`src/rtl/fifo_stream_reader_if.sv`:
```
// Bundle of the FIFO read-side flags/data and the downstream valid/ready
// stream used by fifo_stream_reader. The master side is the reader engine;
// the slave side is the FIFO plus the streaming consumer.
interface fifo_stream_reader_if #(
  parameter int DATA_WIDTH = 8,
  parameter int CNT_WIDTH  = 16
);

  // FIFO side
  logic                  fifo_empty;
  logic                  fifo_rd_ok;
  logic [DATA_WIDTH-1:0] fifo_rdata;
  logic                  fifo_r_en;

  // Stream side
  logic                  out_valid;
  logic                  out_ready;
  logic [DATA_WIDTH-1:0] out_data;

  // Delivered-beat counter
  logic [CNT_WIDTH-1:0]  beat_cnt;

  modport master (
    input  fifo_empty,
    input  fifo_rd_ok,
    input  fifo_rdata,
    output fifo_r_en,
    output out_valid,
    input  out_ready,
    output out_data,
    output beat_cnt
  );

  modport slave (
    output fifo_empty,
    output fifo_rd_ok,
    output fifo_rdata,
    input  fifo_r_en,
    input  out_valid,
    output out_ready,
    input  out_data,
    input  beat_cnt
  );

endinterface

```
`src/rtl/fifo_stream_reader.sv`:
```
// Read-side drain engine for the synchronous extra-bit-pointer FIFO.
// Requests FIFO reads whenever the 2-entry skid buffer can absorb the data
// (counting reads already in flight), captures the read data one cycle after
// an accepted read, and streams it out on valid/ready at up to one beat per
// cycle. A free-running counter tracks delivered beats.
module fifo_stream_reader #(
  parameter int DATA_WIDTH = 8,
  parameter int CNT_WIDTH  = 16
) (
  input  logic                 clk,
  input  logic                 rst_n,
  fifo_stream_reader_if.master bus
);

  typedef enum logic [1:0] {
    EMPTY = 2'd0,
    ONE   = 2'd1,
    TWO   = 2'd2
  } occ_e;

  occ_e                  r_occ;
  occ_e                  w_occ_next;
  logic                  r_inflight;
  logic                  r_wptr;
  logic                  r_rptr;
  logic [DATA_WIDTH-1:0] r_buf [2];
  logic [DATA_WIDTH-1:0] r_last;
  logic [CNT_WIDTH-1:0]  r_beat_cnt;

  logic                  w_push;
  logic                  w_pop;
  logic                  w_out_valid;
  logic [DATA_WIDTH-1:0] w_out_data;
  logic [2:0]            w_level;

  // Data returns exactly one cycle after an accepted read, so the registered
  // accept strobe is the push. A transfer happens whenever valid meets ready.
  assign w_push = r_inflight;
  assign w_pop  = w_out_valid & bus.out_ready;

  // Entries that will be held next cycle if no new read is issued now:
  // current occupancy plus the read in flight, minus the beat leaving now.
  // Pop only happens with occ >= 1, so this never underflows.
  assign w_level = {1'b0, r_occ} + {2'b00, r_inflight} - {2'b00, w_pop};

  // Request only if the FIFO looks non-empty and the buffer has a free slot
  // once everything already committed has landed. A rejected request (stale
  // empty flag) simply never comes back as a push.
  assign bus.fifo_r_en = rst_n & ~bus.fifo_empty & (w_level < 3'd2);

  // Occupancy state register
  always_ff @(posedge clk or negedge rst_n) begin
    if (!rst_n) begin
      r_occ <= EMPTY;
    end else begin
      r_occ <= w_occ_next;
    end
  end

  // Occupancy next-state: +1 on push, -1 on pop, unchanged when both
  always_comb begin
    w_occ_next = r_occ;
    case (r_occ)
      EMPTY: begin
        if (w_push) begin
          w_occ_next = ONE;
        end
      end
      ONE: begin
        if (w_push && !w_pop) begin
          w_occ_next = TWO;
        end else if (!w_push && w_pop) begin
          w_occ_next = EMPTY;
        end
      end
      TWO: begin
        if (w_pop && !w_push) begin
          w_occ_next = ONE;
        end
      end
      default: w_occ_next = EMPTY;
    endcase
  end

  // Occupancy outputs: the stream is valid whenever anything is buffered
  always_comb begin
    w_out_valid = 1'b0;
    case (r_occ)
      EMPTY:   w_out_valid = 1'b0;
      ONE:     w_out_valid = 1'b1;
      TWO:     w_out_valid = 1'b1;
      default: w_out_valid = 1'b0;
    endcase
  end

  // Track whether a read was accepted last cycle (its data arrives now)
  always_ff @(posedge clk or negedge rst_n) begin
    if (!rst_n) begin
      r_inflight <= 1'b0;
    end else begin
      r_inflight <= bus.fifo_rd_ok;
    end
  end

  // Write side of the 2-entry buffer: capture returning FIFO data
  always_ff @(posedge clk or negedge rst_n) begin
    if (!rst_n) begin
      r_wptr   <= 1'b0;
      r_buf[0] <= '0;
      r_buf[1] <= '0;
    end else if (w_push) begin
      r_buf[r_wptr] <= bus.fifo_rdata;
      r_wptr        <= ~r_wptr;
    end
  end

  // Read side of the buffer: advance on pop and remember the last beat sent
  // so the data bus does not flip to an older entry once the buffer drains
  always_ff @(posedge clk or negedge rst_n) begin
    if (!rst_n) begin
      r_rptr <= 1'b0;
      r_last <= '0;
    end else if (w_pop) begin
      r_rptr <= ~r_rptr;
      r_last <= r_buf[r_rptr];
    end
  end

  // Present the buffer head while valid, otherwise hold the last beat
  always_comb begin
    w_out_data = r_last;
    if (w_out_valid) begin
      w_out_data = r_buf[r_rptr];
    end
  end

  // Delivered-beat counter, wraps naturally at 2^CNT_WIDTH
  always_ff @(posedge clk or negedge rst_n) begin
    if (!rst_n) begin
      r_beat_cnt <= '0;
    end else if (w_pop) begin
      r_beat_cnt <= r_beat_cnt + {{(CNT_WIDTH-1){1'b0}}, 1'b1};
    end
  end

  assign bus.out_valid = w_out_valid;
  assign bus.out_data  = w_out_data;
  assign bus.beat_cnt  = r_beat_cnt;

  // The request rule must make a push into a full buffer impossible
  a_no_overflow: assert property (@(posedge clk) disable iff (!rst_n)
    !(w_push && (r_occ == TWO) && !w_pop));

endmodule

```
`src/flat_wrapper.sv`:
```
// flat-port wrapper written by rule: the top's interface ports become plain ports
module fifo_stream_reader_flat 
#(
  parameter int DATA_WIDTH = 8,
  parameter int CNT_WIDTH  = 16
)
  (clk, rst_n, bus_fifo_empty, bus_fifo_rd_ok, bus_fifo_rdata, bus_fifo_r_en, bus_out_valid, bus_out_ready, bus_out_data, bus_beat_cnt);
  fifo_stream_reader_if #(.DATA_WIDTH(DATA_WIDTH), .CNT_WIDTH(CNT_WIDTH)) bus_i ();
  input  logic clk;
  input  logic rst_n;
  input wire logic [$bits(bus_i.fifo_empty)-1:0] bus_fifo_empty;
  input wire logic [$bits(bus_i.fifo_rd_ok)-1:0] bus_fifo_rd_ok;
  input wire logic [$bits(bus_i.fifo_rdata)-1:0] bus_fifo_rdata;
  output wire logic [$bits(bus_i.fifo_r_en)-1:0] bus_fifo_r_en;
  output wire logic [$bits(bus_i.out_valid)-1:0] bus_out_valid;
  input wire logic [$bits(bus_i.out_ready)-1:0] bus_out_ready;
  output wire logic [$bits(bus_i.out_data)-1:0] bus_out_data;
  output wire logic [$bits(bus_i.beat_cnt)-1:0] bus_beat_cnt;
  assign bus_i.fifo_empty = bus_fifo_empty;
  assign bus_i.fifo_rd_ok = bus_fifo_rd_ok;
  assign bus_i.fifo_rdata = bus_fifo_rdata;
  assign bus_fifo_r_en = bus_i.fifo_r_en;
  assign bus_out_valid = bus_i.out_valid;
  assign bus_i.out_ready = bus_out_ready;
  assign bus_out_data = bus_i.out_data;
  assign bus_beat_cnt = bus_i.beat_cnt;
  fifo_stream_reader #(.DATA_WIDTH(DATA_WIDTH), .CNT_WIDTH(CNT_WIDTH)) u_core (.clk(clk), .rst_n(rst_n), .bus(bus_i));
endmodule
```
`config.mk`:
```
export PLATFORM = sky130hd
export DESIGN_NAME = fifo_stream_reader_flat
export DESIGN_NICKNAME = d
export VERILOG_FILES = /design/src/rtl/fifo_stream_reader_if.sv /design/src/rtl/fifo_stream_reader.sv /design/src/flat_wrapper.sv
export SDC_FILE = /design/constraint.sdc
export NUM_CORES = 1
export LEC_CHECK = 0
export CAP_MARGIN = 20
export CORE_MARGIN = 1
export CORE_UTILIZATION = 55
export CTS_CLUSTER_DIAMETER = 80
export DETAILED_ROUTE_END_ITERATION = 10
export PLACE_DENSITY = 0.85
export SETUP_SLACK_MARGIN = 0.02
export SLEW_MARGIN = 10
export SYNTH_ARGS = -nofsm -noshare
export SYNTH_HDL_FRONTEND = slang
export SYNTH_SLANG_ARGS = --single-unit
```
`constraint.sdc`:
```
create_clock -name clk -period 3.56 [get_ports clk]
set_input_delay 0.534 -clock clk [delete_from_list [all_inputs] [get_ports clk]]
set_output_delay 0.534 -clock clk [all_outputs]
set_load 0.03 [all_outputs]
```
==> summary.md <==
Worst setup path
- **CP Data Required Time** 3.03 ns
- **critical path, cell by cell** inv_1, ha_1, buf_4, nor2_1, a21oi_1, clkdlybuf4s50_1
- **maximum fanout count along the critical path** 17
- **Critical Path Slowest Stage Cell** clkdlybuf4s50_1
- **endpoint class of the critical path** output pin
- **crit path launch type** register
- **category of the most critical setup path** reg -> out
- **crit-path max cell delay** 0.69 ns
- **data arrival time at the worst-slack endpoint** 2.48 ns
- **kind of cell with the highest combined delay on the critical path** buffers and inverters
- **sum of buffers and inverters on the critical path** 3

Worst hold path
- **class of the most critical hold timing path** in -> async

Floorplanning
- **overall die width** 63.5 um
- **area enclosed by the die boundary** 0.00404 mm^2
- **effective utilization at floorplan** 0.601
- **# rows** 21
- **vertical die dimension** 63.5 um
- **number of top-level design ports** 39
- **area of the core** 0.00347 mm^2

STA
- **post-layout worst setup margin** 0.541 ns
- **Total Neg Setup Slack** 0 ns
- **Hold Violations, Final** 0
- **number of max-slew violations in the final report** 0
- **Slew @ Worst Pin** 0.818 ns
- **final number of setup-violating endpoints** 0
- **final critical delay including setup and external delays** 3.02 ns
- **relative slew slack** 0.454
- **RSZ-0062 raised after global routing** false
- **clk_skew** 0.00559 ns
- **timing-limited maximum frequency** 331 MHz
- **crit share post-route** 0.848

Cells and area
- **Layout Area Growth over Synthesis** 24.4%
- **layout net count** 236
- **proportion of layout cells with a drive suffix above 1** 0.161
- **final standard cell utilization of the core** 0.747
- **antenna fix cells** 0

Clock network
- **clock root buffer master** clkbuf_8
- **later-pin clock latency in the skew report** 0.30 ns
- **number of buffers created by CTS** 5
- **maximum clock insertion buffer count** 2
- **Resized Gates After CTS** 0
- **number of clock sinks** 45
- **post-CTS setup buffer count** 0
- **number of hold buffers added after cts** 0
- **depth of the CTS H-tree** 2
- **CTS tree** yes
- **clock slew at reported path FFs** 0.08 ns

Power
- **sequential group share of total power** 0.339
- **maximum resistive drop on vdd** 0.000686 V
- **Leak** 0.00117 uW
- **internal power** 1460 uW
- **proportion of power drawn by combinational gates** 0.538
- **Total Power Consumption** 2580 uW
- **fraction of power spent switching nets** 0.434
- **power density normalized to cell area** 995 mW/mm^2
- **share of total power in the clock network** 0.123
- **net switching power** 1120 uW

Detailed routing
- **First-pass DRT Iterations** 4
- **Iter 0 DRT Violations** 46
- **vias** 1431
- **vias per cell** 5.42
- **DRC** 0
- **wire length per cell after detailed routing** 15.2 um
- **routed wire length** 4000 um
- **remaining number of nets flagged by the antenna check after routing** 0

Yosys
- **cell count after synthesis** 176
- **Yosys top cell area share** 0.541
- **net count after synthesis** 195
- **largest cells by area after synthesis** dfrtp_1 54%, mux2_2 9.2%, mux2i_1 4.8%
- **sequential cell area fraction in the yosys report** 0.541
- **post-synthesis area per instance** 11.8 um^2
- **count of unique library cells instantiated by Yosys** 28
- **Post-Synthesis Cell Area** 0.00208 mm^2
- **biggest area consumer among synthesized cells** dfrtp_1
- **register bit count reported by yosys** 45
- **count of warnings emitted by yosys** 0

Placement
- **HPWL Detailed** 2810 um
- **final weighted congestion in routability-driven placement** 0.811
- **port buffer count** 38
- **Placement Setup Slack** 0.737 ns

Job
- **number of max-cap violations** 0

Run status
- **outcome** finished clean

GRT
- **global-route congestion overflow total** 0
- **global-route wire length before repair** 6880 um
- **number of antenna violations at the first check in global routing** 0
- **total global-route track usage** 0.228
- **pin count of the biggest net entering global routing** 46
- **vias in the first global route** 1503

## flip-flops by register name, summed over array words and instances, names as in the netlist
name and count:
u_core.r_wptr 1, u_core.bus.beat_cnt 16, u_core.r_rptr 1, u_core.r_last 8, u_core.r_occ 2, u_core.r_buf 16
u_core.r_inflight 1
## worst paths after layout
kind                                               from                       to  slack [ns]  depth (start not counted)
worst max register to register          u_core.r_occ[1]          u_core.r_occ[1]        1.56                          7
worst min register to register  u_core.bus.beat_cnt[15]  u_core.bus.beat_cnt[15]        0.47                          1
min in group clk                u_core.bus.beat_cnt[15]  u_core.bus.beat_cnt[15]        0.47                          1
worst max-delay path                    u_core.r_occ[1]          bus_out_data[0]        0.54                          6
worst min-delay path                              rst_n   u_core.bus.beat_cnt[4]        0.33                          2
max in group asynchronous                         rst_n         u_core.r_last[0]        2.86                          2
## routing by layer
| metal | vias up | share of wire | global-route usage |
|---|---|---|---|
| li1 | 679 | - | - |
| met1 | 705 | 0.42 | 0.258 |
| met2 | 36 | 0.51 | 0.396 |
| met3 | 11 | 0.041 | 0.0634 |
| met4 | 0 | 0.022 | 0.0994 |
| met5 | - | 0 | 0 |
## power groups by stage
stage	clock (uW)	sequential [uW]	combinational, uW
after floorplan	0	879	908
after global placement	0	860	1350
after detailed placement	0	879	1390
after CTS	326	871	1400
after global routing	344	896	1500
final	318	874	1390
## cells in the mapped netlist, drive strengths merged
library cell / instances
xnor2: 11
nor2b: 2
o21bai: 1
a21oi: 8
nor3: 2
inv: 4
mux2: 17
dfrtp: 45
and3: 3
nand4: 2
mux2i: 10
a2bb2oi: 1
nor2: 13
nand3: 9
xor2: 7
nand2: 15
fa: 1
o32ai: 1
nor4: 2
nand4b: 1
clkbuf: 2
o21ai: 9
ha: 5
buf: 5
## through the flow
step	cells	cell area [um^2]	hold WS (ns)
after floorplan	176	2080	0.238
after detailed placement	256	2500	0.466
final	264	2590	0.330
after global routing	264	2590	0.369
after global placement	256	2500	0.464
after CTS	264	2590	0.347
## cells by family (layout without fill, tap and decap cells)
group | count (synthesis) | after routing | share of synthesized area
buf+inv | 11 | 53 | 0.0240
fa+ha+maj | 6 | 6 | 0.0396
xor+xnor | 18 | 18 | 0.0757
compound gates | 20 | 20 | 0.0565
simple gates | 49 | 49 | 0.124
mux | 27 | 27 | 0.140
flops | 45 | 45 | 0.541
## layout make-up
class	instances	area, um^2
well taps	46	57.6
flip-flops and latches	45	1130
repair buffers	41	395
clock inverters	3	21.3
fillers	257	877
multi-input cells	120	907
inverters	4	15.0
clock buffers	5	68.8
## cell usage in the layout (no fill, tap or decap), drive strengths merged, types with 7 or more instances in the layout
master,n
xnor2,11
clkdlybuf4s50,36
mux2,17
mux2i,10
nor2,13
a21oi,8
nand2,15
nand3,9
dfrtp,45
xor2,7
o21ai,9
## worst register-to-register path: stages (launching register included)
cell and delay, ns:
dfrtp_1 0.49, inv_1 0.13, ha_1 0.37, nand2_1 0.12, buf_4 0.25, a2bb2oi_1 0.12
o32ai_2 0.20, mux2i_1 0.24
(Power assumes the default switching activity.)
==> RTL change 1 (same flow settings) <==
`CNT_WIDTH` is set to 16 in 3 places; all go to 32.
--- a/src/rtl/fifo_stream_reader_if.sv
+++ b/src/rtl/fifo_stream_reader_if.sv
@@ -3,7 +3,7 @@
 // the slave side is the FIFO plus the streaming consumer.
 interface fifo_stream_reader_if #(
   parameter int DATA_WIDTH = 8,
-  parameter int CNT_WIDTH  = 16
+  parameter int CNT_WIDTH  = 32
 );
 
   // FIFO side
--- a/src/rtl/fifo_stream_reader.sv
+++ b/src/rtl/fifo_stream_reader.sv
@@ -5,7 +5,7 @@
 // cycle. A free-running counter tracks delivered beats.
 module fifo_stream_reader #(
   parameter int DATA_WIDTH = 8,
-  parameter int CNT_WIDTH  = 16
+  parameter int CNT_WIDTH  = 32
 ) (
   input  logic                 clk,
   input  logic                 rst_n,
--- a/src/flat_wrapper.sv
+++ b/src/flat_wrapper.sv
@@ -2,7 +2,7 @@
 module fifo_stream_reader_flat 
 #(
   parameter int DATA_WIDTH = 8,
-  parameter int CNT_WIDTH  = 16
+  parameter int CNT_WIDTH  = 32
 )
   (clk, rst_n, bus_fifo_empty, bus_fifo_rd_ok, bus_fifo_rdata, bus_fifo_r_en, bus_out_valid, bus_out_ready, bus_out_data, bus_beat_cnt);
   fifo_stream_reader_if #(.DATA_WIDTH(DATA_WIDTH), .CNT_WIDTH(CNT_WIDTH)) bus_i ();
Interface: changed (resized bus_beat_cnt); port bits go from 39 to 55. The function was not compared with the original's and may differ.
==> RTL change 1 against the original RTL <==
Global-route usage up 0.49 points. Clock skew up 1.2 ps. Total power up 9.2%. Critical path depth up 2. Design area up 40%. Synthesized area up 37%. Sequential cell count up 16. Largest cell class unchanged. Cell count up 45%. Setup slack worse by 140 ps. Wire length up 38%. Clock power up 73%.
==> RTL change 1: results (changes against the original RTL) <==
* WP data arrival at 2630 ps (was 2480 ps)
* Fillers at 354 (was 257)
* Gpl congestion at 0.830 (was 0.811)
* Synth cell types at 35 (was 28)
* Top cells by count, synth: dfrtp_1 (61), xnor2_1 (28), nand2_1 (27), mux2_2 (16) (was dfrtp_1 (45), mux2_2 (17), nand2_1 (15), nor2_1 (13), xnor2_1 (11))
* Worst skew pair latency at 340 ps (was 300 ps)
* Dpl hpwl at 3760 um (was 2810 um)
* DR vias/cell at 5.43 (was 5.42)
* Layout Skew at 6.75 ps (was 5.59 ps)
* Status: completed (unchanged)
* Slew margin rel. at 46.9% (was 45.4%)
* Global-route wire length before repair at 9390 um (was 6880 um)
* Max clock buf depth at 2 (unchanged)
* Leak at 1.56 nW (was 1.17 nW)
* Routed wire length at 5540 um (was 4000 um)
* Initial antenna violation count at 0 (unchanged)
* Crit-path max FO at 19 (was 17)
* Hold Crit Class: input pin to async pin (unchanged)
* Root Driver: clkbuf_8 (unchanged)
* CTS Buf Count at 9 (was 5)
* Seq/Total Area, Yosys at 53.5% (was 54.1%)
* TNS Setup at 0 ps (unchanged)
* Area contributors post-synth: dfrtp_1 (53%), xnor2_1 (8.6%), mux2_2 (6.3%), nand2_1 (3.5%), mux2i_1 (3.2%) (was dfrtp_1 (54%), mux2_2 (9.2%), mux2i_1 (4.8%), xnor2_1 (4.6%), ha_1 (3.0%))
* Largest net degree at the start of global routing at 62 (was 46)
* Pint at 0.00171 W (was 0.00146 W)
* Antenna Cells at 0 (unchanged)
* R2r endpoint: u_core.bus.beat_cnt[29] (was u_core.r_occ[1])
* Post CTS Setup Buffer Count at 0 (unchanged)
* Overall routing resource usage at 23.3% (was 22.8%)
* Cells resized by post-CTS repair at 0 (unchanged)
* Port-buffer cells at 54 (was 38)
* Initial DRT Pass Iterations at 4 (unchanged)
* VDD IR max at 690 uV (was 686 uV)
* Synth async-reset ratio at 100% (unchanged)
* Fin cells at 383 (was 264)
* Initial DRC count at 96 (was 46)
* Placed instance area at 0.00345 mm2 (was 0.00250 mm2)
* Htree depth at 3 (was 2)
* Flop2flop setup slack at 740 ps (was 1560 ps)
* Yosys warns at 0 (unchanged)
* Pre-CTS WS at 724 ps (was 737 ps)
* Vias in the first global route at 2054 (was 1503)
* Placed cells at 367 (was 256)
* Avg Cell Area, Syn at 11.3 um2 (was 11.8 um2)
* Primary FF master, synth: dfrtp_1 (unchanged)
* Worst-path clk slew at 60 ps (was 80 ps)
* # nets final at 330 (was 236)
* Number of flip-flops under the largest register name at 32
* Reg2reg start: u_core.r_occ[1] (unchanged)
* R2R depth at 7 (unchanged)
* Layout cell share with drive strength beyond 1 at 12.7% (was 16.1%)
* Synth Net Count at 271 (was 195)
RTL change 1: power groups by stage:
stage / logic, W / registers [W] / clock network (W)
floorplan: 0.000809 / 0.00104 / 0
global placement: 0.00120 / 0.00104 / 0
detailed placement: 0.00123 / 0.00105 / 0
CTS: 0.00124 / 0.00104 / 0.000563
global route: 0.00133 / 0.00106 / 0.000590
finish: 0.00123 / 0.00104 / 0.000549
RTL change 1: how the worst max path moves through the flow:
stage               slack [ps]            start  depth (start not counted)       endpoint
floorplan                  160  u_core.r_occ[1]                          9  bus_fifo_r_en
global placement           780    bus_out_ready                          8  bus_fifo_r_en
detailed placement         720    bus_out_ready                          8  bus_fifo_r_en
CTS                        390  u_core.r_occ[1]                          8  bus_fifo_r_en
global route               230  u_core.r_occ[1]                          8  bus_fifo_r_en
finish                     400  u_core.r_occ[0]                          8  bus_fifo_r_en
RTL change 1: cells by family (layout without fill, tap and decap cells):
family          after synthesis  in the layout  synth area share (%)
simple gates                 89             89                  16.9
flops                        61             61                  53.5
xor+xnor                     34             34                  10.4
mux                          25             25                  9.47
compound gates               24             24                  4.65
buf+inv                      13             77                  2.19
fa+ha+maj                     6              6                  2.89
RTL change 1: final cells by class:
type                       count  area share [%]
timing repair buffer          58            15.5
sequential                    61            42.1
clock inverter                 3           0.552
inverter                       3           0.310
multi-input combinational    178            34.9
clock buffer                  13            4.38
tap                           67            2.31
RTL change 1: critical path, cell delays in order, from the launching register on:
cell and delay [ps]:
dfrtp_1 420, inv_1 140, ha_1 570, nand2_1 190
nor2_1 70, fa_1 400, xor2_1 150, nor3_1 170
buf_4 180
RTL change 1: routing by layer:
layer | routed length, um | global-route usage [%] | up-vias
met5 | 0 | 0 | -
met4 | 108 | 11.8 | 0
met3 | 274 | 4.47 | 9
met2 | 2620 | 38.3 | 65
met1 | 2540 | 29.4 | 1011
li1 | - | - | 995
RTL change 1: metrics by stage:
stage          hold WS, ps  utilization [%]
5_1_grt                424             74.9
6_report               362             74.9
4_1_cts                393             74.9
3_5_place_dp           469             71.2
3_3_place_gp           460             71.2
2_1_floorplan          238                -
==> RTL change 2 (same settings) <==
Made on the original files. Make the reset (`rst_n`) synchronous in 5 clocked blocks.
--- a/src/rtl/fifo_stream_reader.sv
+++ b/src/rtl/fifo_stream_reader.sv
@@ -49,7 +49,7 @@
   assign bus.fifo_r_en = rst_n & ~bus.fifo_empty & (w_level < 3'd2);
 
   // Occupancy state register
-  always_ff @(posedge clk or negedge rst_n) begin
+  always_ff @(posedge clk) begin
     if (!rst_n) begin
       r_occ <= EMPTY;
     end else begin
@@ -94,7 +94,7 @@
   end
 
   // Track whether a read was accepted last cycle (its data arrives now)
-  always_ff @(posedge clk or negedge rst_n) begin
+  always_ff @(posedge clk) begin
     if (!rst_n) begin
       r_inflight <= 1'b0;
     end else begin
@@ -103,7 +103,7 @@
   end
 
   // Write side of the 2-entry buffer: capture returning FIFO data
-  always_ff @(posedge clk or negedge rst_n) begin
+  always_ff @(posedge clk) begin
     if (!rst_n) begin
       r_wptr   <= 1'b0;
       r_buf[0] <= '0;
@@ -116,7 +116,7 @@
 
   // Read side of the buffer: advance on pop and remember the last beat sent
   // so the data bus does not flip to an older entry once the buffer drains
-  always_ff @(posedge clk or negedge rst_n) begin
+  always_ff @(posedge clk) begin
     if (!rst_n) begin
       r_rptr <= 1'b0;
       r_last <= '0;
@@ -135,7 +135,7 @@
   end
 
   // Delivered-beat counter, wraps naturally at 2^CNT_WIDTH
-  always_ff @(posedge clk or negedge rst_n) begin
+  always_ff @(posedge clk) begin
     if (!rst_n) begin
       r_beat_cnt <= '0;
     end else if (w_pop) begin
Function: differs if rst_n is asserted again (counterexample within 4 cycles, from zero or initial values and one cycle with rst_n low); with rst_n held inactive, the same outputs for 10 cycles.
==> RTL change 2 against the original RTL <==
Via count grew 17%. Sequential cell count grew 1. Synthesized area grew 3.8%. Design area grew 3.6%. Maximum frequency shrank 10%. Wire length grew 4.5%. Setup slack lost 350 ps. Sequential share of layout area shrank 3.2 points. Register-to-register slack lost 260 ps. Count of clock-buffer cells in the layout is the same. Hold slack gained 150 ps. Synthesized cell count grew 23%.
Power is not compared: it rests on default switching activity, and its combinational part moved more than twofold at a synthesized area within 25%.
==> RTL change 2: results (changes against the original RTL) <==
* # nets final at 276 (was 236)
* Largest net degree at the start of global routing at 27 (was 46)
* Placed instance area at 0.00259 mm2 (was 0.00250 mm2)
* Cells resized by post-CTS repair at 0 (unchanged)
* Initial antenna violation count at 0 (unchanged)
* Vias in the first global route at 1445 (was 1503)
* Synth Register Bits at 46 (was 45)
* Cells after Synth at 216 (was 176)
* Seq/Total Area, Yosys at 50.0% (was 54.1%)
* Status: completed (unchanged)
* Synth cell types at 34 (was 28)
* Synth Net Count at 235 (was 195)
* Hold Crit Class: flop to flop (was input pin to async pin)
* Fillers at 279 (was 257)
* Reg2reg start: u_core.r_occ[1] (unchanged)
* Initial DRT Pass Iterations at 5 (was 4)
* Gpl congestion at 0.921 (was 0.811)
* DR vias at 1677 (was 1431)
* Max clock buf depth at 2 (unchanged)
* Routed wire length at 4180 um (was 4000 um)
* Overall routing resource usage at 22.2% (was 22.8%)
* Layout Skew at 6.26 ps (was 5.59 ps)
* Dpl hpwl at 3050 um (was 2810 um)
* Primary FF master, synth: dfxtp_1 (was dfrtp_1)
* Global-route wire length before repair at 6860 um (was 6880 um)
* Area contributors post-synth: dfxtp_1 (28%), edfxtp_1 (22%), nor2_1 (5.9%), and2_1 (5.2%), mux2i_1 (4.6%) (was dfrtp_1 (54%), mux2_2 (9.2%), mux2i_1 (4.8%), xnor2_1 (4.6%), ha_1 (3.0%))
* Initial DRC count at 137 (was 46)
* Synth async-reset ratio at 0% (was 100%)
* Top cells by count, synth: nor2_1 (34), dfxtp_1 (30), and2_1 (18), edfxtp_1 (16), a21oi_1 (12) (was dfrtp_1 (45), mux2_2 (17), nand2_1 (15), nor2_1 (13), xnor2_1 (11))
* Pre-CTS WS at 291 ps (was 737 ps)
* Layout cell share with drive strength beyond 1 at 8.14% (was 16.1%)
* Crit-path max FO at 6 (was 17)
* Placed cells at 297 (was 256)
* WP data arrival at 2830 ps (was 2480 ps)
* Number of synthesized flops with an enable pin at 16 (was 0)
* DR vias/cell at 5.48 (was 5.42)
[RTL change 2: cell types whose count changed after synthesis, moves of 7 or more]
cell and delta:
dfxtp_1 +30, edfxtp_1 +16, dfrtp_1 -45, and2_1 +18, a211oi_1 +8, mux2_2 -16, nor2_1 +21, nand4_1 +7
[RTL change 2: cell type report]
cell class	instances	area (um2)	area share [%]
clock buffers	5	68.8	2.56
clock inverters	3	21.3	0.793
well taps	48	60.1	2.24
repair buffers	44	423	15.8
inverters	5	18.8	0.699
multi-input cells	155	1010	37.7
flip-flops and latches	46	1080	40.3
[RTL change 2: cell families after synthesis]
logic type      Yosys count  synth area share (%)
fa+ha+maj                 6                  3.82
mux                      11                  5.15
buf+inv                  15                  3.30
xor+xnor                 13                  5.26
simple gates             98                  24.6
flops                    46                  50.0
compound gates           27                  7.87
[RTL change 2: power groups by stage]
stage | Combinational [W] | Sequential (W) | Clock (W)
finish | 0.000322 | 0.000601 | 0.000320
global route | 0.000346 | 0.000606 | 0.000347
CTS | 0.000323 | 0.000601 | 0.000325
detailed placement | 0.000321 | 0.000613 | 0
global placement | 0.000314 | 0.000611 | 0
floorplan | 0.000216 | 0.000605 | 0
[RTL change 2: final timing paths]
path / end / slack, ps
worst min-delay path: u_core.bus.beat_cnt[15] / 480
worst min register to register: u_core.bus.beat_cnt[15] / 480
worst max register to register: u_core.bus.beat_cnt[12] / 1300
worst max-delay path: bus_fifo_r_en / 200
[RTL change 2: layer usage]
layer	track usage [%]	up-vias	wire length (um)
met3	5.46	4	197
met1	29.2	787	1900
met4	10.6	0	59
met2	34.1	49	2020
met5	0	-	0
li1	-	837	-
[RTL change 2: critical path: cells and delay by family, from the launching register on]
family	cells	cell delay, ps
xor+xnor	1	150
flops	1	470
simple gates	3	390
buf+inv	2	820
fa+ha+maj	2	710
